`src/rtl/common.sv`:
```
// Shared types and opcode/funct3 constants for the decode stage.
// Optional REGFILE_BYPASS_EN changes register-file read timing (see register_file).
package common;

  typedef struct packed {
    logic [6:0] funct7;
    logic [4:0] rs2;
    logic [4:0] rs1;
    logic [2:0] funct3;
    logic [4:0] rd;
    logic [6:0] opcode;
  } instruction_type;

  typedef struct packed {
    logic       reg_write;
    logic       mem_read;
    logic       mem_write;
    logic       mem_to_reg;
    logic       alu_src;
    logic       branch;
    logic       jump;
    logic [1:0] alu_op;
  } control_type;

  localparam logic [6:0] OPCODE_R_TYPE = 7'b0110011;
  localparam logic [6:0] OPCODE_I_TYPE = 7'b0010011;
  localparam logic [6:0] OPCODE_LOAD   = 7'b0000011;
  localparam logic [6:0] OPCODE_STORE  = 7'b0100011;
  localparam logic [6:0] OPCODE_BRANCH = 7'b1100011;
  localparam logic [6:0] OPCODE_JAL    = 7'b1101111;
  localparam logic [6:0] OPCODE_JALR   = 7'b1100111;
  localparam logic [6:0] OPCODE_LUI    = 7'b0110111;
  localparam logic [6:0] OPCODE_AUIPC  = 7'b0010111;

  localparam logic [2:0] FUNCT3_ADDI  = 3'b000;
  localparam logic [2:0] FUNCT3_SLTI  = 3'b010;
  localparam logic [2:0] FUNCT3_SLTIU = 3'b011;
  localparam logic [2:0] FUNCT3_XORI  = 3'b100;
  localparam logic [2:0] FUNCT3_ORI   = 3'b110;
  localparam logic [2:0] FUNCT3_ANDI  = 3'b111;
  localparam logic [2:0] FUNCT3_BEQ   = 3'b000;
  localparam logic [2:0] FUNCT3_BNE   = 3'b001;
  localparam logic [2:0] FUNCT3_LW    = 3'b010;
  localparam logic [2:0] FUNCT3_SW    = 3'b010;

  localparam logic [1:0] ALU_OP_ADD    = 2'b00;
  localparam logic [1:0] ALU_OP_BRANCH = 2'b01;
  localparam logic [1:0] ALU_OP_R      = 2'b10;
  localparam logic [1:0] ALU_OP_I      = 2'b11;

endpackage

```
`src/rtl/decode_stage_if.sv`:
```
// Register-file access bundle: two combinational read ports and one clocked write port.
// No handshake: reads are always valid and writes commit on the rising clock edge when we=1.
interface decode_stage_if;
  logic [4:0]  raddr1;
  logic [4:0]  raddr2;
  logic [31:0] rdata1;
  logic [31:0] rdata2;
  logic        we;
  logic [4:0]  waddr;
  logic [31:0] wdata;

  modport master (
    output raddr1, raddr2, we, waddr, wdata,
    input  rdata1, rdata2
  );

  modport slave (
    input  raddr1, raddr2, we, waddr, wdata,
    output rdata1, rdata2
  );
endinterface

```
`src/rtl/register_file.sv`:
```
// 32 x 32-bit register file, x0 hard-wired to zero, synchronous active-high clear.
// REGFILE_BYPASS_EN: a read of the register being written returns the incoming data.
module register_file (
  input logic          clk,
  input logic          rst,
  decode_stage_if.slave rf
);

  logic [31:0] regs [32];
  logic        write_hit;

  assign write_hit = rf.we && (rf.waddr != 5'd0);

  always_ff @(posedge clk) begin
    if (rst) begin
      for (int k = 0; k < 32; k++) regs[k] <= '0;
    end else if (write_hit) begin
      regs[rf.waddr] <= rf.wdata;
    end
  end

  always_comb begin
    rf.rdata1 = (rf.raddr1 == 5'd0) ? 32'd0 : regs[rf.raddr1];
    rf.rdata2 = (rf.raddr2 == 5'd0) ? 32'd0 : regs[rf.raddr2];
`ifdef REGFILE_BYPASS_EN
    // Forward the in-flight write so a same-cycle reader sees the new value.
    if (write_hit && (rf.raddr1 == rf.waddr)) rf.rdata1 = rf.wdata;
    if (write_hit && (rf.raddr2 == rf.waddr)) rf.rdata2 = rf.wdata;
`endif
  end

endmodule

```
`src/rtl/decode_stage.sv`:
```
// Instruction decode: register read, immediate generation, control decode, branch target.
// Fully combinational except the register file; REGFILE_BYPASS_EN enables write forwarding.
module decode_stage
  import common::*;
(
  input  logic            clk,
  input  logic            rst,
  input  instruction_type instruction,
  input  logic [31:0]     pc,
  input  logic            RegWrite,
  input  logic [4:0]      write_id,
  input  logic [31:0]     write_data,
  output logic [31:0]     data1,
  output logic [31:0]     data2,
  output logic [4:0]      rs1,
  output logic [4:0]      rs2,
  output logic [4:0]      rd,
  output logic [31:0]     imm,
  output control_type     control,
  output logic [31:0]     pc_branch
);

  logic [31:0] i;
  decode_stage_if rf ();

  assign i = instruction;

  assign rs1 = instruction.rs1;
  assign rs2 = instruction.rs2;
  assign rd  = instruction.rd;

  assign rf.raddr1 = instruction.rs1;
  assign rf.raddr2 = instruction.rs2;
  assign rf.we     = RegWrite;
  assign rf.waddr  = write_id;
  assign rf.wdata  = write_data;
  assign data1     = rf.rdata1;
  assign data2     = rf.rdata2;

  register_file u_register_file (
    .clk (clk),
    .rst (rst),
    .rf  (rf)
  );

  always_comb begin
    imm = 32'd0;
    case (instruction.opcode)
      OPCODE_I_TYPE,
      OPCODE_LOAD,
      OPCODE_JALR:   imm = {{20{i[31]}}, i[31:20]};
      OPCODE_STORE:  imm = {{20{i[31]}}, i[31:25], i[11:7]};
      OPCODE_BRANCH: imm = {{19{i[31]}}, i[31], i[7], i[30:25], i[11:8], 1'b0};
      OPCODE_LUI,
      OPCODE_AUIPC:  imm = {i[31:12], 12'b0};
      OPCODE_JAL:    imm = {{11{i[31]}}, i[31], i[19:12], i[20], i[30:21], 1'b0};
      default:       imm = 32'd0;
    endcase
  end

  // Wraps modulo 2^32 by construction of the 32-bit sum.
  assign pc_branch = pc + imm;

  always_comb begin
    control = '0;
    case (instruction.opcode)
      OPCODE_R_TYPE: begin
        control.reg_write = 1'b1;
        control.alu_op    = ALU_OP_R;
      end
      OPCODE_I_TYPE: begin
        control.reg_write = 1'b1;
        control.alu_src   = 1'b1;
        control.alu_op    = ALU_OP_I;
      end
      OPCODE_LOAD: begin
        control.reg_write  = 1'b1;
        control.mem_read   = 1'b1;
        control.mem_to_reg = 1'b1;
        control.alu_src    = 1'b1;
        control.alu_op     = ALU_OP_ADD;
      end
      OPCODE_STORE: begin
        control.mem_write = 1'b1;
        control.alu_src   = 1'b1;
        control.alu_op    = ALU_OP_ADD;
      end
      OPCODE_BRANCH: begin
        control.branch = 1'b1;
        control.alu_op = ALU_OP_BRANCH;
      end
      OPCODE_JAL: begin
        control.reg_write = 1'b1;
        control.jump      = 1'b1;
        control.alu_op    = ALU_OP_ADD;
      end
      OPCODE_JALR: begin
        control.reg_write = 1'b1;
        control.jump      = 1'b1;
        control.alu_src   = 1'b1;
        control.alu_op    = ALU_OP_ADD;
      end
      OPCODE_LUI,
      OPCODE_AUIPC: begin
        control.reg_write = 1'b1;
        control.alu_src   = 1'b1;
        control.alu_op    = ALU_OP_ADD;
      end
      default: control = '0;
    endcase
  end

endmodule

```
`config.mk`:
```
export PLATFORM = sky130hd
export DESIGN_NAME = decode_stage
export DESIGN_NICKNAME = d
export VERILOG_FILES = /design/src/rtl/common.sv /design/src/rtl/decode_stage_if.sv /design/src/rtl/register_file.sv /design/src/rtl/decode_stage.sv
export SDC_FILE = /design/constraint.sdc
export NUM_CORES = 2
export LEC_CHECK = 0
export BUFFER_PORTS_ARGS = -buffer_cell sky130_fd_sc_hd__buf_2
export CAP_MARGIN = 5
export CORE_MARGIN = 5
export CORE_UTILIZATION = 60
export CTS_BUF_LIST = sky130_fd_sc_hd__clkbuf_16
export CTS_CLUSTER_DIAMETER = 80
export DETAILED_ROUTE_END_ITERATION = 6
export PLACE_DENSITY = 0.78
export SYNTH_ARGS = -nofsm -noshare
export SYNTH_HDL_FRONTEND = slang
export SYNTH_HIERARCHICAL = 1
export SYNTH_SLANG_ARGS = --single-unit
```
`constraint.sdc`:
```
create_clock -name clk -period 9.16 [get_ports clk]
set_clock_uncertainty 0.15 [all_clocks]
set_input_delay 1.374 -clock clk [delete_from_list [all_inputs] [get_ports clk]]
set_output_delay 1.374 -clock clk [all_outputs]
set_load 0.01 [all_outputs]
```
==> Implementation_results.wiki <==
{| class="wikitable"
! Metric !! Value
|-
| Signed area change from the synthesized netlist to the final layout || 9.52%
|-
| Multiplexer share of the synthesized area || 0.220
|-
| Remaining routing DRC violations || 0
|-
| Fraction of power spent switching nets || 0.250
|-
| Ys Warns || 6
|-
| Number of placed cells counting well taps || 5,075
|-
| Post-CTS Setup Bufs || 0
|-
| Largest net degree at the start of global routing || 118
|-
| Number of buffers added by the clock tree synthesis step || 105
|-
| PD cells || 182 nW/um^2
|-
| H-Tree Level Count || 3
|-
| Most area-hungry cell type in the Yosys netlist || edfxtp_1
|-
| Slew HR || 0.213
|-
| Critical path startpoint category || primary input
|-
| Top cells by area in the synthesized netlist || edfxtp_1 54%, mux4_2 19%, and2_1 11%
|-
| Top register by number of flip-flops || u_register_file/regs
|-
| Start point of the critical path || instruction[21]
|-
| Number of hold violations in the final report || 0
|-
| Number of global-route vias before repair || 37,500
|-
| Initial Util || 0.606
|-
| Starting DRC count in detailed routing || 6,176
|-
| Overall die height || 317 microns
|-
| Fraction of power consumed by the clock network || 0.380
|-
| Outcome || completed
|-
| Commonest non-fill, non-tap cell in the layout || edfxtp_1
|-
| Clock edge transition at the registers on the reported setup and hold paths || 60 ps
|-
| Largest family of logic cells by synthesized area || multiplexers
|-
| First-pass iteration count of the detailed router || 6
|-
| Highest Clock Rate || 0.153 GHz
|-
| Number of flops mapped to enable cells by yosys || 1,024
|-
| NumNets Final || 4,064
|-
| Number of cell rows || 112
|-
| Signal arrival time at the worst endpoint || 5020 ps
|-
| Register area share after synthesis || 0.542
|-
| DP Worst Slack || 2730 ps
|-
| Fin crit period || 6550 ps
|-
| Sequential share of power || 0.493
|-
| Placer's final routability congestion estimate || 0.932
|-
| Most instantiated flip-flop cell in the synthesis netlist || edfxtp_1
|-
| Global-route wire length before repair || 257 mm
|-
| Port Buffers || 255
|-
| Worst setup EP type || output pin
|-
| Number of cells traversed by the worst hold path || 2
|-
| Largest register FFs || 1,024
|-
| Estimated wirelength of the detail-placed design || 108 mm
|-
| Overall via count from detail_route || 37,700
|-
| Leakage power of the design || 22.3 nW
|-
| Global router's overall resource usage || 0.346
|-
| Period utilisation layout || 0.715
|-
| CTS sink cnt || 1,024
|-
| Filler-free cell count of the finished design || 5,278
|-
| Actual transition at the worst max-transition pin || 1180 ps
|-
| Share of Yosys cell area claimed by the top area cell type || 0.542
|-
| Net Switching || 0.00282 W
|-
| Smallest setup slack after layout || 2610 ps
|-
| CTS tree || yes
|-
| Area of the mapped netlist || 56,700 sq um
|-
| Placed cell areas || 58,700 sq um
|-
| Unrepaired setup endpoints after global routing || false
|-
| Synthesized-area fraction occupied by ao, oa, aoi and oai cells || 0.0535
|-
| Number of resized instances in the post-cts repair step || 0
|-
| Synthesized flop and latch total || 1,024
|-
| Longest Clk Path Bufs || 3
|-
| Top-level port count || 256
|-
| Syn_area_per_cell || 14.7 sq um
|-
| Class of the worst hold path || primary input to flip-flop
|-
| Antenna violations before repair || 12
|-
| Horizontal die dimension || 317 microns
|-
| Detailed-route wire length || 179 mm
|-
| Worst setup path endpoint || data2[13]
|-
| Die Footprint || 101,000 sq um
|-
| Number of buffers inserted for hold repair after clock tree synthesis || 0
|-
| Via-per-instance ratio || 7.14
|-
| Setup Total Neg Slack || 0 ps
|-
| Required time of the worst setup path || 7640 ps
|-
| Asr flop ratio synth || 0
|-
| Count of maximum capacitance violations || 0
|-
| Post-Synth XOR/XNOR Area || 0.00432
|-
| Distinct cell type count after synthesis || 74
|-
| Most used cells in the layout excluding fill and tap cells || 1,024 x edfxtp_1, 1,004 x and2_1, 472 x mux4_2
|-
| Cell area after layout || 62,100 sq um
|-
| Core footprint || 93,600 sq um
|-
| Part of the power in combinational logic || 0.127
|-
| Cell count after synthesis || 3,865
|-
| Share of post-route cells with drive strength above 1 || 0.270
|-
| Critical Path Fanout Max || 27
|-
| Fin. max-slew vios || 0
|-
| Routed wire length per instance || 33.9 microns
|-
| Remaining global-route overflow || 0
|-
| Root Buffer Master || clkbuf_16
|-
| Share of synthesized cell area in full adder, half adder and majority cells || 0.00719
|-
| Biggest regs || u_register_file/regs x1024
|-
| Antenna violation net count after detailed routing || 0
|-
| Total internal power || 0.00845 W
|-
| Kind of critical path || primary input to output pin
|-
| Number of setup violations in the final report || 0
|-
| Largest voltage drop on the vdd net || 169 uV
|-
| Basic-gate share of the synthesized area counting and, or, nand and nor cells || 0.137
|}
## cell families (layout without fill, tap and decap cells)
kind of cell | count (synthesis) | in the layout
buffers and inverters | 434 | 555
AND/OR/NAND/NOR | 1281 | 1281
flip-flops | 1024 | 1024
multiplexers | 654 | 654
AO/OA/AOI/OAI | 411 | 411
adder cells (fa/ha/maj) | 32 | 32
XOR/XNOR | 28 | 28
other | 1 | 39
## worst min-delay path by stage
stage                   start                                          to
2_1_floorplan  write_data[31]   u_register_file/regs[1][31]$_SDFFCE_PN0P_
3_3_place_gp   write_data[21]   u_register_file/regs[9][21]$_SDFFCE_PN0P_
3_5_place_dp    write_data[3]   u_register_file/regs[25][3]$_SDFFCE_PN0P_
4_1_cts        write_data[21]   u_register_file/regs[3][21]$_SDFFCE_PN0P_
5_1_grt        write_data[20]  u_register_file/regs[31][20]$_SDFFCE_PN0P_
6_report       write_data[20]  u_register_file/regs[25][20]$_SDFFCE_PN0P_
## power by group through the flow
stage | logic [W] | registers, W | clock network, W
after floorplan | 0.000923 | 0.00558 | 0
after global placement | 0.00139 | 0.00562 | 0
after detailed placement | 0.00140 | 0.00564 | 0
after CTS | 0.00141 | 0.00555 | 0.00430
after global routing | 0.00148 | 0.00558 | 0.00450
final | 0.00143 | 0.00556 | 0.00428
## per-layer routing
layer	track usage	part of all wire
met1	0.463	0.35
met2	0.538	0.46
met3	0.0779	0.13
met4	0.183	0.067
met5	0	0.00026
## area by class of cell
cell class / count / area [sq um]
clock buffers: 108 / 2700
multi-input cells: 2438 / 24200
inverters: 10 / 37.5
fillers: 6559 / 31500
repair buffers: 349 / 2130
flip-flops and latches: 1024 / 30700
clock inverters: 88 / 723
diodes: 7 / 17.5
well taps: 1254 / 1570
## synthesized netlist by cell type (8+ instances only)
cell type	number
edfxtp_1	1024
and2_1	1005
mux4_2	472
clkbuf_1	288
mux2i_1	152
o22ai_1	104
nor2_1	60
nor3_1	59
a22o_1	56
buf_2	47
buf_4	47
a21oi_1	44
a2111oi_1	41
or2_2	36
nand2_1	34
a21o_1	32
ha_1	31
mux2_2	30
o21ai_0	26
buf_6	22
nor2b_1	20
buf_1	18
a22oi_1	17
xnor2_1	17
a211oi_1	16
nand3_1	15
a2111oi_0	14
xor2_1	11
inv_1	10
nand2b_1	8
nor4_1	8
## worst max-delay path, cell delays in order
cell	delay [ps]
buf_4	440
buf_4	550
nand3b_1	800
buf_4	530
o22ai_1	180
a2111oi_1	80
nor3_1	750
buf_2	270
## metrics by stage
step	hold slack, ps	power (W)	util
after floorplan	1420	0.00651	-
after global placement	1860	0.00701	0.627
after detailed placement	1860	0.00705	0.627
after CTS	1120	0.0113	0.663
after global routing	1160	0.0116	0.663
final	1140	0.0113	0.663
No activity file was read; power rests on OpenSTA's default activity.
